`src/rtl/div_pkg.sv`:
```
// Shared encodings for the divider scheduler: op codes, FSM states and op decode helpers.
package div_pkg;

    localparam logic [1:0] OP_DIVU = 2'b00;
    localparam logic [1:0] OP_DIV  = 2'b01;
    localparam logic [1:0] OP_REMU = 2'b10;
    localparam logic [1:0] OP_REM  = 2'b11;

    typedef enum logic [1:0] {
        ST_IDLE   = 2'd0,
        ST_LAUNCH = 2'd1,
        ST_WAIT   = 2'd2,
        ST_RESP   = 2'd3
    } div_state_e;

    function automatic logic op_is_signed(input logic [1:0] op);
        return op[0];
    endfunction

    function automatic logic op_is_rem(input logic [1:0] op);
        return op[1];
    endfunction

endpackage

```
`src/rtl/divider.sv`:
```
// Multi-cycle unsigned restoring divider: one quotient bit per cycle, busy for WIDTH cycles after launch.
module Divider #(
    parameter int WIDTH = 32,
    localparam int CW   = $clog2(WIDTH + 1)
) (
    input  logic             clk,
    input  logic             reset,
    input  logic             launch,
    input  logic [WIDTH-1:0] dividend,
    input  logic [WIDTH-1:0] divisor,
    output logic             busy,
    output logic [WIDTH-1:0] quotient,
    output logic [WIDTH-1:0] remainder,
    output logic             div_by_zero
);

    logic             busy_q;
    logic [CW-1:0]    cnt_q;
    logic [WIDTH-1:0] rem_q;
    logic [WIDTH-1:0] quo_q;
    logic [WIDTH-1:0] dsr_q;
    logic [WIDTH:0]   shifted;
    logic [WIDTH:0]   diff;
    logic [WIDTH-1:0] step_rem;
    logic [WIDTH-1:0] step_quo;

    // Shift the next dividend bit into the partial remainder, subtract if it fits.
    always_comb begin
        shifted  = {rem_q, quo_q[WIDTH-1]};
        diff     = shifted - {1'b0, dsr_q};
        step_rem = shifted[WIDTH-1:0];
        step_quo = {quo_q[WIDTH-2:0], 1'b0};
        if (!diff[WIDTH]) begin
            step_rem = diff[WIDTH-1:0];
            step_quo = {quo_q[WIDTH-2:0], 1'b1};
        end
    end

    always_ff @(posedge clk or posedge reset) begin
        if (reset) begin
            busy_q <= 1'b0;
            cnt_q  <= '0;
            rem_q  <= '0;
            quo_q  <= '0;
            dsr_q  <= '0;
        end else if (launch) begin
            busy_q <= 1'b1;
            cnt_q  <= CW'(WIDTH);
            rem_q  <= '0;
            quo_q  <= dividend;
            dsr_q  <= divisor;
        end else if (busy_q) begin
            rem_q <= step_rem;
            quo_q <= step_quo;
            cnt_q <= cnt_q - CW'(1);
            if (cnt_q == CW'(1)) begin
                busy_q <= 1'b0;
            end
        end
    end

    assign busy        = busy_q;
    assign quotient    = quo_q;
    assign remainder   = rem_q;
    assign div_by_zero = (dsr_q == '0);

endmodule

```
`src/rtl/rr_arbiter.sv`:
```
// Round-robin picker: first valid requester at or after rr_ptr, wrapping at NREQ.
module rr_arbiter #(
    parameter int NREQ = 2,
    localparam int IDW = (NREQ > 1) ? $clog2(NREQ) : 1
) (
    input  logic [NREQ-1:0] req_valid,
    input  logic [IDW-1:0]  rr_ptr,
    output logic [NREQ-1:0] grant,
    output logic [IDW-1:0]  grant_idx,
    output logic            grant_valid
);

    logic [IDW:0] pos;

    // Scan from farthest to nearest so the requester closest to rr_ptr wins.
    always_comb begin
        grant       = '0;
        grant_idx   = '0;
        grant_valid = 1'b0;
        pos         = '0;
        for (int k = NREQ - 1; k >= 0; k--) begin
            pos = {1'b0, rr_ptr} + (IDW + 1)'(k);
            if (pos >= (IDW + 1)'(NREQ)) begin
                pos = pos - (IDW + 1)'(NREQ);
            end
            if (req_valid[pos[IDW-1:0]]) begin
                grant_idx   = pos[IDW-1:0];
                grant_valid = 1'b1;
            end
        end
        if (grant_valid) begin
            grant[grant_idx] = 1'b1;
        end
    end

endmodule

```
`src/rtl/div_scheduler.sv`:
```
// Shares one unsigned Divider between NREQ requesters with round-robin grant, RV32M sign
// handling, divide-by-zero bypass and a tagged response. Handshakes: a transfer happens on
// a rising edge where valid && ready; req_ready is only ever raised in IDLE for the grantee.
module div_scheduler
    import div_pkg::*;
#(
    parameter int WIDTH = 32,
    parameter int NREQ  = 2,
    localparam int IDW  = (NREQ > 1) ? $clog2(NREQ) : 1
) (
    input  logic                  clk,
    input  logic                  reset,
    input  logic [NREQ-1:0]       req_valid,
    output logic [NREQ-1:0]       req_ready,
    input  logic [NREQ*WIDTH-1:0] req_dividend,
    input  logic [NREQ*WIDTH-1:0] req_divisor,
    input  logic [2*NREQ-1:0]     req_op,
    output logic                  rsp_valid,
    input  logic                  rsp_ready,
    output logic [IDW-1:0]        rsp_id,
    output logic [WIDTH-1:0]      rsp_data,
    output logic [1:0]            state_dbg
);

    div_state_e       state_q, state_d;
    logic [IDW-1:0]   rr_ptr;
    logic [NREQ-1:0]  grant;
    logic [IDW-1:0]   grant_idx;
    logic             grant_valid;

    logic [WIDTH-1:0] sel_dvd, sel_dsr;
    logic [1:0]       sel_op;
    logic             dvd_neg, dsr_neg, sel_dsr_zero;
    logic [WIDTH-1:0] abs_dvd, abs_dsr, bypass_data;
    logic [IDW-1:0]   next_ptr;

    logic             accept, capture, core_launch;
    logic             core_busy, core_dbz;
    logic [WIDTH-1:0] core_quo, core_rem;

    logic             is_rem_q, quo_neg_q, rem_neg_q;
    logic [IDW-1:0]   id_q;
    logic [WIDTH-1:0] dvd_q, dsr_q, rsp_data_q;
    logic [WIDTH-1:0] core_res, fixed_res;
    logic             res_neg;

    rr_arbiter #(.NREQ(NREQ)) u_arb (
        .req_valid   (req_valid),
        .rr_ptr      (rr_ptr),
        .grant       (grant),
        .grant_idx   (grant_idx),
        .grant_valid (grant_valid)
    );

    always_comb begin
        sel_dvd = '0;
        sel_dsr = '0;
        sel_op  = OP_DIVU;
        for (int i = 0; i < NREQ; i++) begin
            if (grant_idx == IDW'(i)) begin
                sel_dvd = req_dividend[i*WIDTH +: WIDTH];
                sel_dsr = req_divisor[i*WIDTH +: WIDTH];
                sel_op  = req_op[2*i +: 2];
            end
        end
    end

    // The most-negative value negates to itself, which read unsigned is its true magnitude.
    assign dvd_neg      = op_is_signed(sel_op) & sel_dvd[WIDTH-1];
    assign dsr_neg      = op_is_signed(sel_op) & sel_dsr[WIDTH-1];
    assign abs_dvd      = dvd_neg ? -sel_dvd : sel_dvd;
    assign abs_dsr      = dsr_neg ? -sel_dsr : sel_dsr;
    assign sel_dsr_zero = (sel_dsr == '0);
    assign bypass_data  = op_is_rem(sel_op) ? sel_dvd : '1;
    assign next_ptr     = (grant_idx == IDW'(NREQ - 1)) ? '0 : grant_idx + IDW'(1);

    always_comb begin
        state_d     = state_q;
        req_ready   = '0;
        accept      = 1'b0;
        capture     = 1'b0;
        core_launch = 1'b0;
        case (state_q)
            ST_IDLE: begin
                if (grant_valid) begin
                    req_ready = grant;
                    accept    = 1'b1;
                    state_d   = sel_dsr_zero ? ST_RESP : ST_LAUNCH;
                end
            end
            ST_LAUNCH: begin
                core_launch = 1'b1;
                state_d     = ST_WAIT;
            end
            ST_WAIT: begin
                if (!core_busy) begin
                    capture = 1'b1;
                    state_d = ST_RESP;
                end
            end
            ST_RESP: begin
                if (rsp_ready) begin
                    state_d = ST_IDLE;
                end
            end
            default: state_d = ST_IDLE;
        endcase
    end

    always_ff @(posedge clk or posedge reset) begin
        if (reset) begin
            state_q <= ST_IDLE;
        end else begin
            state_q <= state_d;
        end
    end

    Divider #(.WIDTH(WIDTH)) u_divider (
        .clk         (clk),
        .reset       (reset),
        .launch      (core_launch),
        .dividend    (dvd_q),
        .divisor     (dsr_q),
        .busy        (core_busy),
        .quotient    (core_quo),
        .remainder   (core_rem),
        .div_by_zero (core_dbz)
    );

    assign core_res  = is_rem_q ? core_rem : core_quo;
    assign res_neg   = is_rem_q ? rem_neg_q : quo_neg_q;
    assign fixed_res = res_neg ? -core_res : core_res;

    always_ff @(posedge clk or posedge reset) begin
        if (reset) begin
            rr_ptr     <= '0;
            is_rem_q   <= 1'b0;
            quo_neg_q  <= 1'b0;
            rem_neg_q  <= 1'b0;
            id_q       <= '0;
            dvd_q      <= '0;
            dsr_q      <= '0;
            rsp_data_q <= '0;
        end else begin
            if (accept) begin
                rr_ptr    <= next_ptr;
                is_rem_q  <= op_is_rem(sel_op);
                quo_neg_q <= dvd_neg ^ dsr_neg;
                rem_neg_q <= dvd_neg;
                id_q      <= grant_idx;
                dvd_q     <= abs_dvd;
                dsr_q     <= abs_dsr;
                if (sel_dsr_zero) begin
                    rsp_data_q <= bypass_data;
                end
            end
            if (capture) begin
                rsp_data_q <= fixed_res;
            end
        end
    end

    // The zero-divisor bypass means the core never works on a zero divisor.
    always_ff @(posedge clk) begin
        if (state_q == ST_WAIT) begin
            assert (!core_dbz);
        end
    end

    assign rsp_valid = (state_q == ST_RESP);
    assign rsp_id    = id_q;
    assign rsp_data  = rsp_data_q;
    assign state_dbg = state_q;

endmodule
```
`config.mk`:
```
export PLATFORM = sky130hd
export DESIGN_NAME = div_scheduler
export DESIGN_NICKNAME = d
export VERILOG_FILES = /design/src/rtl/div_pkg.sv /design/src/rtl/divider.sv /design/src/rtl/rr_arbiter.sv /design/src/rtl/div_scheduler.sv
export SDC_FILE = /design/constraint.sdc
export NUM_CORES = 1
export LEC_CHECK = 0
export CORE_ASPECT_RATIO = 0.6
export CORE_MARGIN = 5
export CORE_UTILIZATION = 55
export DETAILED_ROUTE_END_ITERATION = 7
export GPL_TIMING_DRIVEN = 0
export PLACE_DENSITY = 0.9
export SYNTH_ARGS = -nofsm -noshare
export SYNTH_HDL_FRONTEND = slang
export SYNTH_HIERARCHICAL = 1
export SYNTH_SLANG_ARGS = --single-unit
```
`constraint.sdc`:
```
create_clock -name clk -period 5.4 [get_ports clk]
set_input_delay 0.54 -clock clk [delete_from_list [all_inputs] [get_ports clk]]
set_output_delay 0.54 -clock clk [all_outputs]
set_load 0.005 [all_outputs]
```
==> Word-level counts from Yosys, hierarchy flattened <==
Index checks and enable logic that the tools add are counted.
{ "word_totals": {"register_bits": 206, "input_bits": 137, "out_inout_bits": 38} }
{ "classes": {"addsub": 9, "n_lt_le_gt_ge": 6, "eq_ne": 7, "n_mux": 48, "n_bitwise": 3, "reduce_logical": 8} }
{ "ops": {"columns": ["cell", "count"], "rows": [
  ["32-bit 2-to-1 mux", 15],
  ["32-bit negator", 3],
  ["33-bit by 32-bit subtractor with 33-bit output", 1],
  ["32-bit logical NOT", 1],
  ["1-bit 2-to-1 mux", 22],
  ["2-bit 2-to-1 mux", 7],
  ["6-bit 2-to-1 mux", 2],
  ["2-bit one-hot mux with 4 select lines", 1],
  ["6-bit by 1-bit equality test with 1-bit output, second input constant", 1],
  ["1-bit by 2-bit less-than comparator with 1-bit output, second input constant", 3],
  ["2-bit nonzero test", 3],
  ["6-bit by 1-bit subtractor with 6-bit output, second input constant", 1],
  ["2-bit equality test, second input constant", 2],
  ["2-bit inequality test, second input constant", 2],
  ["3-bit AND reduction", 1],
  ["1-bit by 1-bit adder with 2-bit output, second input constant", 1],
  ["1-bit bitwise AND", 2],
  ["2-bit by 1-bit equality test with 1-bit output, second input constant", 1],
  ["1-bit by 2-bit >= comparator with 1-bit output, second input constant", 1],
  ["2-bit >= comparator, second input constant", 1],
  ["2-bit logical NOT", 1],
  ["2-bit by 1-bit inequality test with 1-bit output, second input constant", 1],
  ["2-bit AND reduction", 1],
  ["1-bit subtractor, second input constant", 2],
  ["other kinds (5)", 5]
]} }

==> Logic depth before layout (Yosys ltp) <==
Gate-level depths: netlist of the first run.
{ "depth": {"word_depth": 13, "mapped_depth": 15, "mapped_depth_nobuf": 13} }

==> Hierarchy <==
The synthesis of the first run kept the hierarchy.
{ "modules_own_cells": {"columns": ["module", "n_inst", "cells_each", "area_each_um2", "seq_area_each_um2"], "rows": [
  ["div_scheduler", 1, 924, 8187.9, 2577.5],
  ["Divider", 1, 761, 6468.7, 2577.5],
  ["rr_arbiter", 1, 5, 32.5, 0.0]
]} }

==> Worst setup path before layout of the first run <==
No wires, ideal clock.
{ "synth_path": {"kind": "input -> register", "startpoint": "input req_valid[1]", "endpoint": "register dvd_q[24]", "arrival_time_ns": 3.560, "slack_ns": 1.708, "cell_stages": 14, "path_buffers": 6, "path_cell_list": "a21boi_1 > buf_6 > buf_6 > buf_2 > buf_4 > buf_4 > buf_4 > mux2i_1 > ha_1 > o221ai_1 > nor4_4 > nor2_1 > a2111oi_0 > o21ai_1"} }
{ "synth_between": {"elab_chain_len": 7, "elab_cells_between_ends": 15} }
{ "synth_rtl": {"columns": ["item", "line", "source"], "rows": [
  ["start: declaration", "div_scheduler.sv:13", "input logic [NREQ-1:0] req_valid,"],
  ["1-bit 2-to-1 mux (implied by the code) (2 in series)", "rr_arbiter.sv:26", "if (req_valid[pos[IDW-1:0]]) begin"],
  ["1-bit 2-to-1 mux (2 in series)", "rr_arbiter.sv:26", null],
  ["32-bit 2-to-1 mux or 2-bit 2-to-1 mux (tied branches)", "div_scheduler.sv:60", "if (grant_idx == IDW'(i)) begin"],
  ["32-bit negator or 1-bit bitwise AND (tied branches)", "div_scheduler.sv:71, div_scheduler.sv:69", null],
  ["32-bit 2-to-1 mux", "div_scheduler.sv:71", "assign abs_dvd = dvd_neg ? -sel_dvd : sel_dvd;"],
  ["end signal: assignment", "div_scheduler.sv:151", "dvd_q <= abs_dvd;"],
  ["end: declaration", "div_scheduler.sv:43", "logic [WIDTH-1:0] dvd_q, dsr_q, rsp_data_q;"]
]} }
Parallel ways exist; a longest one is shown, timed or not. The select of a mux whose other input is x is not followed.
A chain may end at the register's enable or synchronous reset.

==> Worst setup path in the final report of the first run <==
{ "layout_path": {"startpoint": "input req_valid[1]", "endpoint": "register dvd_q[24]"} }
{ "layout_between": {"elab_chain_len": 7, "elab_cells_between_ends": 15} }
{ "layout_rtl": {"columns": ["item", "line", "source"], "rows": [
  ["1-bit 2-to-1 mux (implied by the code) (2 in series)", "rr_arbiter.sv:26", null],
  ["1-bit 2-to-1 mux", "rr_arbiter.sv:26", null],
  ["1-bit 2-to-1 mux *", "rr_arbiter.sv:26", null],
  ["via grant_idx", "div_scheduler.sv:28", "logic [IDW-1:0] grant_idx;"],
  ["32-bit 2-to-1 mux or 2-bit 2-to-1 mux (tied branches)", "div_scheduler.sv:60", null],
  ["32-bit negator or 1-bit bitwise AND (tied branches)", "div_scheduler.sv:71, div_scheduler.sv:69", null],
  ["32-bit 2-to-1 mux *", "div_scheduler.sv:71", null]
]} }
Mark *: on every way through the listed nets, which the timed path passes. The rest lies on a longest branch. The select of a mux whose other input is x is not followed.

==> run metrics, run 1 <==
run status=complete, no violations; startpoint kind of the worst setup timing path=input pin; 1st-iter DRT viols=about 2300; max incr delay on CP=about 560 ps; Register-to-Register Path Depth=16; starting density of the core=between 50% and 60%; total clock buffers created by CTS=21; worst endpoint required time=roughly 5800 ps; width of the die=about 220 um; number of sinks handled by clock tree synthesis=between 200 and 250; Tightest Pin Transition=about 940 ps; Clock Latency Late Sink=520 ps; Crit Reg-Reg Startpoint=rr_ptr; netlist area before placement=approximately 15000 um^2; final hold violation count=0; max-capacitance violation count=0; placer congestion estimate=1.00; placed wire-length estimate after detailed placement=around 41000 um; max_slew headroom=between 30% and 40%; grt total ovfl=0; Worst path most repeated cell=buf_4; PortBufs=174; power per cell area=674 nW/um^2; maximum number of pins on one net before global-route repair=74; kind of end point of the critical path=flip-flop; Max Slew Vio Count=0; share of layout cells above drive strength 1=approximately 6.4%; type of the worst setup path=in -> reg; Total Routed Length=53000 um; area of the die=30100 um^2; setup slack, reg-to-reg=190 ps; Reg clk slew, reported paths=70 ps; non-filler cells, final=around 2300; final worst path period share=98.0%; clock tree from TritonCTS=done; total DRC errors in the routed layout=0; mean instance size in the synthesized netlist=between 8 and 9 um^2; area growth from synthesis to final layout=20.5%; number of core rows=46; source of the critical timing path=req_valid[1]; largest fanout on the critical path=10; number of buffers and inverters on the critical path=8; Placed Cells=around 2200; Hold Worst Slack=480 ps; sequence of cells on the critical path=clkdlybuf4s50_1 -> a21boi_1 -> buf_6 -> buf_6 -> buf_2 -> buf_4 -> buf_4 -> buf_4 -> mux2i_1 -> ha_1 -> o221ai_1 -> nor4_4 -> buf_4 -> nor2_1 -> a2111oi_0 -> o21ai_1; die outline height=roughly 140 um; total track usage=approximately a third; antenna fix cells=0; worst vdd rail ir drop=around 0.43 mV; number of nets in the final layout=roughly 2000; Clock Tree Buf Depth=3; setup repair after global routing missed its margin=no; wire length of the first global-routing pass=about 80000 um; r2r endpoint=dvd_q[24]; number of cells upsized or downsized after cts=0; Post-Syn Nets=1858; number of levels in the clock H-tree=1; via count=14800; post-layout min period=between 5000 and 6000 ps; clock root cell=clkbuf_16; Max Fclk=between 150 and 200 MHz; number of fillers in the final layout=2018; count of yosys warnings during synthesis=6; Synth Instances=1679; average routed wire per standard cell=~23 um; initial antenna violation count=3; total of endpoints with negative setup slack in the final report=0; worst setup skew after layout=15.6 ps; DR vias/cell=around 6.6; detailed-routing iteration count for the pre-antenna-repair pass=6; class of the worst hold path=in -> async; Leakage=roughly 0.008 uW; Crit-path slowest cell=a2111oi_0; Boundary Pins=around 180; core area=approximately 26000 um^2; arrival time at the worst endpoint=5690 ps; remaining antenna violation count=0; CP top delay family=buffers and inverters; via count of the first global-routing pass=around 14000
## cell type report
type / instances / area [um^2] / area share, %
Clock inverter: 12 / 160 / 0.909
Sequential cell: 206 / 5150 / 29.3
Inverter: 57 / 219 / 1.24
Timing Repair Buffer: 177 / 1800 / 10.2
Tap cell: 360 / 450 / 2.56
Buffer: 98 / 480 / 2.73
Clock buffer: 26 / 574 / 3.26
Multi-Input combinational cell: 1318 / 8770 / 49.8
## sequential cells by signal, summed over array words and instances, names as in the netlist, 2 cells and up
signal	count
u_divider/quotient	32
u_divider/cnt_q	6
rsp_data	32
state_dbg	2
dsr_q	32
dvd_q	32
u_divider/remainder	32
u_divider/dsr_q	32
## layer usage
metal / share of wire (%) / vias to the layer above / track usage, %
li1: - / 6429 / -
met4: 3.0 / 4 / 9.47
met1: 42 / 7155 / 49.3
met2: 41 / 1109 / 47.5
met5: 0.043 / - / 0
met3: 14 / 129 / 12.3
## worst max-delay path by stage
stage / end / slack, ps / cells past startpoint
6_report: dvd_q[24] / 110 / 16
5_1_grt: dvd_q[24] / 80 / 16
4_1_cts: dvd_q[24] / 330 / 15
3_5_place_dp: dvd_q[24] / -170 / 15
3_3_place_gp: dvd_q[24] / -70 / 15
2_1_floorplan: dvd_q[24] / 1710 / 14
## timing repair
item / CTS / global route
endpoints found under the hold margin: 0 / 0
hold buffers: 0 / 0
setup endpoints to repair: 0 / 2
setup buffers: 0 / 1
## worst reg2reg max path: cells and delay by family, from the launching register on
family | cells | cell delay [ps]
adders and majority gates | 1 | 280
AOI/OAI and AO/OA | 4 | 1420
buffers and inverters | 8 | 2130
and+or+nand+nor | 2 | 400
muxes | 1 | 470
DFF | 1 | 410
## cells in the final DEF (no fill, tap or decap), drive strengths merged, types with 6 or more instances in the layout
cell           count
xnor2             48
nor2             103
nor4              25
o22ai              7
nor3b             12
buf               43
o211ai            10
ha                41
o31ai             15
mux2              11
nand2            266
a31oi             20
nor3              44
mux2i            172
a211oi             8
dfrtp            206
o21ai            196
clkbuf            84
nor4b             14
a21boi             6
nand4              8
a311oi            20
or3               13
nand3             13
o21a               9
xor2              67
clkdlybuf4s50    174
a41oi              7
nand2b             6
nor2b             12
a21oi             80
inv               59
and3               8
or2                7
a21o              11
## stage by stage
step                setup TNS, ps  utilization, %  worst slack (ps)  total power (uW)  area (um^2)
floorplan                       0               -              1710              7580        14600
global placement            -69.8            63.9             -69.8              9650        16800
detailed placement           -213            64.2              -175              9910        16900
CTS                             0            66.9               334             11500        17600
global route                    0            67.0              76.5             12500        17600
finish                          0            67.0               106             11900        17600
## power by group
part | internal [uW] | leakage, uW | switching [uW]
clock network | 913 | 0.000358 | 675
logic | 2780 | 0.00486 | 4410
registers | 2300 | 0.00257 | 794
Note: power is estimated with default switching activity, not from simulation.
==> inputs of run 2 (changes only) <==
- RECOVER_POWER: default -> 50
==> run 2 against run 1 <==
  * The flow now finishes with violations (capacitance limit, slew limit)
  * Combinational power decreased by 0.6%
  * Largest power group unchanged
  * Hold slack improved by 2.9 ps
  * Clock-buffer cell count unchanged
  * Clock power about the same
  * Total power decreased by 0.45%
  * Sequential share of layout area increased by 0.079 points
==> run metrics, run 2 (same netlist as run 1, synthesis figures left out) <==
largest fanout on the critical path=10 (unchanged); final hold violation count=0 (unchanged); Cell Area, Placed=16900 um^2 (unchanged); sequence of cells on the critical path=clkdlybuf4s50_1 -> a21boi_1 -> buf_6 -> buf_6 -> buf_2 -> buf_4 -> buf_4 -> buf_4 -> mux2i_1 -> ha_1 -> o221ai_1 -> nor4_4 -> buf_4 -> nor2_1 -> a2111oi_0 -> o21ai_1; Max Slew Vio Count=180 (+180); setup repair after global routing missed its margin=no; failing checks=capacitance limit, slew limit; width of the die=221 um (unchanged); type of the worst setup path=in -> reg; die outline height=136 um (unchanged); number of core rows=46 (unchanged); overall power consumption=11800 uW (-0.45%); Clock Latency Late Sink=520 ps (about the same); PortBufs=174 (unchanged); power per cell area=672 nW/um^2 (-0.19%); post-layout min period=5320 ps (+23.0 ps); commonest non-fill, non-tap cell in the layout=nand2_1; max_slew headroom=-29.5% (-65 points); Tightest Pin Transition=1930 ps (+987 ps); Cell Int Power=5960 uW (-0.48%); share of total power consumed by net switching=49.5% (about the same); placer congestion estimate=1.00 (unchanged); run status=finished with violations; via count=14800 (-0.27%); Total Routed Length=53000 um (about the same); class of the worst hold path=reg -> reg; grt total ovfl=0 (unchanged); Clock Tree Buf Depth=3 (unchanged); Leakage=0.00778 uW (-0.11%); detailed-routing iteration count for the pre-antenna-repair pass=5 (-1); Clock Power Share=13.4% (about the same); antenna fix cells=0 (unchanged); worst vdd rail ir drop=0.424 mV (-0.55%); area of the die=30100 um^2 (unchanged); kind of end point of the critical path=flip-flop; initial antenna violation count=3 (unchanged); number of buffers and inverters on the critical path=8 (unchanged); reported net switching power=5850 uW (-0.43%); setup slack, reg-to-reg=160 ps (-30 ps); 1st-iter DRT viols=2261 (-2.0%); worst setup skew after layout=15.7 ps (+0.124 ps); top library cells by usage in the layout, fill and taps aside=nand2_1 (264), dfrtp_1 (206), mux2i_1 (168), clkdlybuf4s50_1 (155), o21ai_0 (149); core area=26300 um^2 (unchanged); average routed wire per standard cell=23.5 um (about the same); wire length of the first global-routing pass=79600 um (unchanged); proportion of power drawn by flip-flops and latches=26.2% (about the same); starting density of the core=55.6% (unchanged); via count of the first global-routing pass=14100 (unchanged); part of the total power dissipated in combinational logic=60.4% (about the same); max-capacitance violation count=3 (+3); Reg clk slew, reported paths=70 ps (about the same); Max Fclk=188 MHz (-0.43%); Crit Reg-Reg Startpoint=rr_ptr; placed wire-length estimate after detailed placement=41200 um (unchanged); Register-to-Register Path Depth=16 (unchanged); post-route standard cell area excluding fillers=17600 um^2 (-0.27%); capturing instance or port of the critical path=dvd_q[24]; clock tree from TritonCTS=done; count of hold buffers inserted by post-cts repair=0 (unchanged); area growth from synthesis to final layout=20.2%; clock root cell=clkbuf_16; startpoint kind of the worst setup timing path=input pin; Boundary Pins=175 (unchanged); share of layout cells above drive strength 1=6.44% (unchanged); total of endpoints with negative setup slack in the final report=0 (unchanged); total track usage=33.9% (unchanged); maximum number of pins on one net before global-route repair=74 (unchanged); Worst path most repeated cell=buf_4; number of levels in the clock H-tree=1 (unchanged); number of sinks handled by clock tree synthesis=206 (unchanged); total clock buffers created by CTS=21 (unchanged); final worst path period share=98.5% (+0.43 points); source of the critical timing path=req_valid[1]; Crit-path slowest cell=a2111oi_0; remaining antenna violation count=0 (unchanged); worst endpoint required time=5790 ps (about the same); arrival time at the worst endpoint=5710 ps (+20 ps); total DRC errors in the routed layout=0 (unchanged); Worst path depth=16 (unchanged); max incr delay on CP=560 ps (about the same); DR vias/cell=6.56 (-0.27%); number of nets in the final layout=2058 (unchanged); r2r endpoint=dvd_q[24]; CP top delay family=buffers and inverters
[run 2: worst min-delay path by stage]
| stage | startpoint | endpoint | cells past startpoint | slack (ps) |
|---|---|---|---|---|
| floorplan | dsr_q[0] | dsr_q[0] | 2 | 440 |
| global placement | dsr_q[4] | dsr_q[4] | 2 | 470 |
| detailed placement | dvd_q[4] | dvd_q[4] | 2 | 470 |
| CTS | reset | dsr_q[19] | 2 | 480 |
| global route | dvd_q[11] | u_divider/quotient[11] | 2 | 510 |
| finish | dsr_q[14] | u_divider/dsr_q[14] | 2 | 480 |
[run 2: power groups by stage]
stage | logic, uW | registers [uW] | clock network (uW)
final | 7140 | 3100 | 1580
after global routing | 7670 | 3140 | 1640
after CTS | 6920 | 3040 | 1580
after detailed placement | 6860 | 3060 | 0
after global placement | 6630 | 3030 | 0
after floorplan | 4840 | 2740 | 0
[run 2: routing by layer]
layer / vias up / track usage, % / wire (um) / part of all wire, %
met5: - / 0 / 23 / 0.043
met4: 4 / 9.47 / 1610 / 3.0
met3: 126 / 12.3 / 7760 / 15
met2: 1079 / 47.5 / 21700 / 41
met1: 7163 / 49.3 / 21900 / 41
li1: 6414 / - / - / -
[run 2: stage by stage]
step | instances | TNS, ps | util [%] | hold WS, ps | worst slack, ps
after CTS | 2253 | 0 | 66.9 | 483 | 334
after detailed placement | 2215 | -213 | 64.2 | 472 | -175
final | 2254 | 0 | 66.8 | 483 | 82.9
after floorplan | 1679 | 0 | - | 444 | 1710
after global placement | 2213 | -69.8 | 63.9 | 468 | -69.8
after global routing | 2254 | 0 | 66.8 | 511 | 76.5
[run 2: area by class of cell]
class	count	area (um^2)
Buffer	98	480
Multi-Input combinational cell	1318	8770
Timing Repair Buffer	177	1760
Tap cell	360	450
Fill cell	2026	8730
Clock inverter	12	160
Clock buffer	26	574
Sequential cell	206	5150
Inverter	57	216
[run 2: tightest hold or removal path, delay by kind of cell, from the launching register on]
family          cells  cell delay (ps)
simple gates        1               50
compound gates      1               60
flops               1              340
[run 2: timing repair]
action | in CTS | in global routing
gates resized for setup | 0 | 0
setup buffers | 0 | 1
endpoints found under the setup margin | 0 | 2
